$ cat config.mk
export PLATFORM = sky130hd
export DESIGN_NAME = lfsr_gen
export DESIGN_NICKNAME = d
export VERILOG_FILES = /design/src/rtl/lfsr_gen.sv
export SDC_FILE = /design/constraint.sdc
export NUM_CORES = 1
export LEC_CHECK = 0
export BUFFER_PORTS_ARGS = -buffer_cell sky130_fd_sc_hd__buf_2
export CAP_MARGIN = 5
export CORE_AREA = 2 2 39 41
export CTS_BUF_LIST = sky130_fd_sc_hd__clkbuf_4 sky130_fd_sc_hd__clkbuf_8
export DETAILED_ROUTE_END_ITERATION = 10
export DIE_AREA = 0 0 41 43
export HOLD_SLACK_MARGIN = 0.06
export PLACE_DENSITY = 0.77
export SLEW_MARGIN = 20
export SYNTH_ARGS = -nofsm -noshare
export SYNTH_HDL_FRONTEND = slang
export SYNTH_SLANG_ARGS = --single-unit
$ cat constraint.sdc
create_clock -name clk -period 1.9 [get_ports clk]
set_input_delay 0.095 -clock clk [delete_from_list [all_inputs] [get_ports clk]]
set_output_delay 0.095 -clock clk [all_outputs]
set_load 0.05 [all_outputs]
$ cat src/rtl/lfsr_gen.sv
// lfsr_gen: parametrised PRBS source, run-time Fibonacci/Galois selection,
// seed load, all-zero lock-up recovery and optional period measurement.
// Optional feature macro: LFSR_GEN_PERIOD_EN (period counter, o_wrap, o_period).
module lfsr_gen #(
    parameter int unsigned WIDTH = 8,
    parameter logic [31:0] TAPS  = 32'h0000_00B8,
    parameter logic [31:0] SEED  = 32'h0000_0001
) (
    input  logic             clk,
    input  logic             rst,
    input  logic             i_en,
    input  logic             i_load,
    input  logic [WIDTH-1:0] i_seed,
    input  logic             i_mode,
    output logic [WIDTH-1:0] o_out,
    output logic             o_bit,
    output logic             o_lockup,
    output logic             o_wrap,
    output logic [WIDTH-1:0] o_period
);

    // Fibonacci taps feed the XOR tree; the Galois mask is the same polynomial
    // with the x^WIDTH term dropped and the constant term added.
    localparam logic [WIDTH-1:0] FIB_MASK = TAPS[WIDTH-1:0];
    localparam logic [WIDTH-1:0] GAL_MASK = {TAPS[WIDTH-2:0], 1'b1};
    localparam logic [WIDTH-1:0] SEED_W   = SEED[WIDTH-1:0];
    localparam logic [WIDTH-1:0] ONE_W    = WIDTH'(1);

    logic [WIDTH-1:0] r_q;
    logic             lockup_q;
    logic [WIDTH-1:0] fib_next;
    logic [WIDTH-1:0] gal_next;
    logic [WIDTH-1:0] step_next;
    logic             is_zero;
    logic             do_recover;
    logic             do_step;

    // Candidate next states for both structures and the per-cycle action decode.
    always_comb begin
        fib_next   = {r_q[WIDTH-2:0], ^(r_q & FIB_MASK)};
        gal_next   = {r_q[WIDTH-2:0], 1'b0} ^ (r_q[WIDTH-1] ? GAL_MASK : '0);
        step_next  = i_mode ? gal_next : fib_next;
        is_zero    = (r_q == '0);
        do_recover = !i_load && i_en && is_zero;
        do_step    = !i_load && i_en && !is_zero;
    end

    // State register: load beats recovery beats step beats hold.
    always_ff @(posedge clk or posedge rst) begin
        if (rst) begin
            r_q      <= SEED_W;
            lockup_q <= 1'b0;
        end else begin
            lockup_q <= 1'b0;
            if (i_load) begin
                r_q <= i_seed;
            end else if (do_recover) begin
                r_q      <= ONE_W;
                lockup_q <= 1'b1;
            end else if (do_step) begin
                r_q <= step_next;
            end
        end
    end

    assign o_out    = r_q;
    assign o_bit    = r_q[WIDTH-1];
    assign o_lockup = lockup_q;

`ifdef LFSR_GEN_PERIOD_EN
    logic [WIDTH-1:0] ref_q;
    logic [WIDTH-1:0] cnt_q;
    logic [WIDTH-1:0] period_q;
    logic             wrap_q;
    logic             wrap_hit;

    // A step that lands back on the reference value closes one period.
    always_comb begin
        wrap_hit = do_step && (step_next == ref_q);
    end

    // Reference, step counter and period capture; load/recovery restart the count.
    always_ff @(posedge clk or posedge rst) begin
        if (rst) begin
            ref_q    <= SEED_W;
            cnt_q    <= '0;
            period_q <= '0;
            wrap_q   <= 1'b0;
        end else begin
            wrap_q <= 1'b0;
            if (i_load) begin
                ref_q <= i_seed;
                cnt_q <= '0;
            end else if (do_recover) begin
                ref_q <= ONE_W;
                cnt_q <= '0;
            end else if (wrap_hit) begin
                wrap_q   <= 1'b1;
                period_q <= cnt_q + ONE_W;
                cnt_q    <= '0;
            end else if (do_step) begin
                cnt_q <= cnt_q + ONE_W;
            end
        end
    end

    assign o_wrap   = wrap_q;
    assign o_period = period_q;
`else
    assign o_wrap   = 1'b0;
    assign o_period = '0;
`endif

endmodule

# [Word level (Yosys, flattened, before mapping)]
# Index checks and enable logic that the tools add are counted.
[word_totals] word_cells=18 output_inout_bits=19 inputBits=13 ff_bits=9
[op_classes] mux=7 bitwise=1 n_reduce_logical=8
[ops] cell="$mux 8" n=4
[ops] cell="$logic_not 8->1" n=1
[ops] cell="$reduce_xor 8->1" n=1
[ops] cell="$xor 8x7->8" n=1
[ops] cell="$mux 7" n=1
[ops] cell="$logic_and 1x1->1" n=3
[ops] cell="$reduce_bool 3->1" n=1
[ops] cell="$logic_not 1->1" n=2
[ops] cell="$mux 1" n=2

# [Depth between registers and ports, before layout]
[depth] ltp_word=6 mapped_depth=6 depth_no_buf=6

# [Least setup slack after synthesis]
# No wires, ideal clock.
[synth_path] path_type="register -> register" start="register r_q[4], in the netlist o_out[4]" end="register r_q[0], in the netlist o_out[0]" arrival_ns=1.780 required_time_ns=1.841 slack_ns=0.061 setup_time_ns=0.059 path_stages_with_launch=7 cell_sequence="dfrtp_1 inv_1 ha_1 xnor2_1 or3_1 a31oi_1 a221o_2"
[synth_via] elab_chain_len=5
[synth_lines] item="start, declared" line="29" rtl="logic [WIDTH-1:0] r_q;"
[synth_lines] item="start signal, assigned" line="56" rtl="r_q <= i_seed;"
[synth_lines] item="start signal, assigned" line="61" rtl="r_q <= step_next;"
[synth_lines] item="$reduce_xor 8->1" line="40" rtl="fib_next = {r_q[WIDTH-2:0], ^(r_q & FIB_MASK)};"
[synth_lines] item="$mux 8" line="42" rtl="step_next = i_mode ? gal_next : fib_next;"
[synth_lines] item="$mux 8" line="60" rtl="end else if (do_step) begin"
[synth_lines] item="$mux 8" line="57" rtl="end else if (do_recover) begin"
[synth_lines] item="$mux 8" line="55" rtl="if (i_load) begin"
# Several ways; a longest one is shown, not always the timed one. The select of a mux whose other input is x is not followed.
# A chain may end at the register's enable or synchronous reset.

# [Worst setup path after layout]
# Same ends and word-level chain as after synthesis.

==> run metrics <==
status complete, no violations; root buf cell clkbuf_4; Vias 501; Avg Cell Area, Syn 9.10 sq um; post-synthesis sequential element count 9; Ports 32; Num Clock Sinks 9; starting density of the core 40.8%; detailed-route wire length 1130 um; Worst EP required 2110 ps; Slew Viols, Final 0; RSZ-0062 raised after global routing false; Clock Tree Buf Depth 2; crit path max fanout 3; vias in the first global route 427; Final Skew 9.18 ps; asr flop ratio synth 100%; Vias/cell 4.77; initial antenna violation count 0; first-pass GRT wire length 1740 um; most common cell after layout, fill and taps aside buf_2; post-CTS setup buffers 0; Achievable Freq 0.644 GHz; post-route cell area 721 sq um; Reg clk slew, reported paths 70 ps; Main synth FF type dfrtp_1; Core Area 0.00138 sq mm; layout cells sized above 1 31.5%; die area 0.00176 sq mm; DRT antenna net count 0; worst reg2reg path depth 6; GRT Overall Usage 15.8%; Gate Count Post-Synth 62; final global-route overflow total 0; Placed Area 641 sq um; synthesized cell area 564 sq um; Hold Path Class in2reg; Worst Path Arrival 1760 ps; Detail Placement HPWL 854 um; hold buffers post-CTS 5; final period utilization 81.7%; Max Cap Viol 0; Final Hold Fails 0; synth unique cells 21; PwrDens 898 mW/mm^2; clk_lat worst skew 270 ps; DRC 0; Hold Crit Depth 3; Nets 104; post-synthesis sequential area ratio 40.1%; area grow syn2layout 27.7%; Slowest-stage cell, CP dfrtp_1; H-tree Lvls 1; DR iter-0 viols 4; Die Ht 43 um; crit start category flip-flop; dpl cells 96; CTS tree built; Period minus WS final 1550 ps; Layout Cells excl Fill 105; CP max stage delay 370 ps; port bufs 22; largest net degree at the start of global routing 17; critical setup path kind reg2reg; setup TNS 0 ps; Post-CTS Resized 0; commonest non-fill, non-tap cells in the layout 22 x buf_2, 9 x conb_1, 8 x o21ai_0, 8 x dfrtp_1, 7 x nand2_1; CP endpoint kind flip-flop; Fill cells 143; worst vdd ir 0.000451 V; DR pass1 iterations 2; Final setup viols 0; Die X 41 um; critical-path cell list inv_1, ha_1, xnor2_1, or3_1, a31oi_1, a221o_2; CTS buffer count 3; WL per Instance 10.8 um; row cnt 14; diode count 0; Leakage 0.373 nW; YS warnings 0; Post-synth EDFFs 0; GP Congestion 0.708
-- cell families after synthesis --
logic type | after synthesis | synth area share (%)
AOI/OAI and AO/OA | 12 | 12.4
xor gates and xnor gates | 4 | 6.21
adders and majority gates | 1 | 2.22
buffers and inverters | 15 | 16.8
DFF | 9 | 40.1
muxes | 5 | 8.87
other | 1 | 0.665
and+or+nand+nor | 15 | 12.6
-- power by group --
group	leakage [nW]	internal, mW	switching (mW)
clock	0.0184	0.0954	0.0734
sequential	0.110	0.214	0.0218
combinational	0.245	0.0691	0.174
-- metrics by stage --
stage	worst slack, ps	hold slack, ps	utilization (%)	power (mW)
CTS	333	71.2	52.1	0.651
detailed placement	375	71.4	46.3	0.475
finish	347	60.7	52.1	0.647
global route	246	71.7	52.1	0.675
global placement	415	69.0	46.3	0.468
floorplan	61.1	-77.8	-	0.440
-- registers in the layout, indices dropped and copies added (netlist names) --
signal / cells
o_out: 8
o_lockup: 1
-- final cells by class --
cell class	instances	area, sq um	share of cell area, %
Tap cell	16	20.0	2.78
Inverter	3	11.3	1.56
Sequential cell	9	226	31.4
Multi-Input combinational cell	46	273	37.8
Clock buffer	4	30.0	4.17
Timing Repair Buffer	27	160	22.2
-- synthesized netlist by cell type, types with 2 or more instances --
master / n / area share (%)
inv_1: 3 / 2.0
dfrtp_1: 8 / 35
mux2i_1: 5 / 8.9
nor3_1: 2 / 1.8
nand2_1: 7 / 4.7
nand2b_1: 2 / 2.2
nor2_1: 2 / 1.3
buf_4: 10 / 13
o21ai_0: 8 / 7.1
xnor2_1: 4 / 6.2
-- layer usage --
metal	share of wire (%)	global-route usage [%]
met1	40	16.6
met2	47	22.8
met3	8.1	4.71
met4	5.2	16.0
met5	0	0
-- critical path: cells and delay by family, from the launching register on --
kind                       cells  cell delay (ps)
xor gates and xnor gates       1              130
buffers and inverters          1               80
and+or+nand+nor                1              300
AOI/OAI and AO/OA              2              290
DFF                            1              370
adders and majority gates      1              320
-- worst paths after layout --
check                           end  startpoint  slack (ps)
max                        o_out[0]    o_out[4]         350
min                        o_out[2]   i_seed[2]          60
max reg2reg                o_out[0]    o_out[4]         350
min reg2reg                o_out[4]    o_out[4]         600
max in group asynchronous  o_out[0]         rst        1280
min in group asynchronous  o_lockup         rst         320
Power figures use the tool's default switching activity.
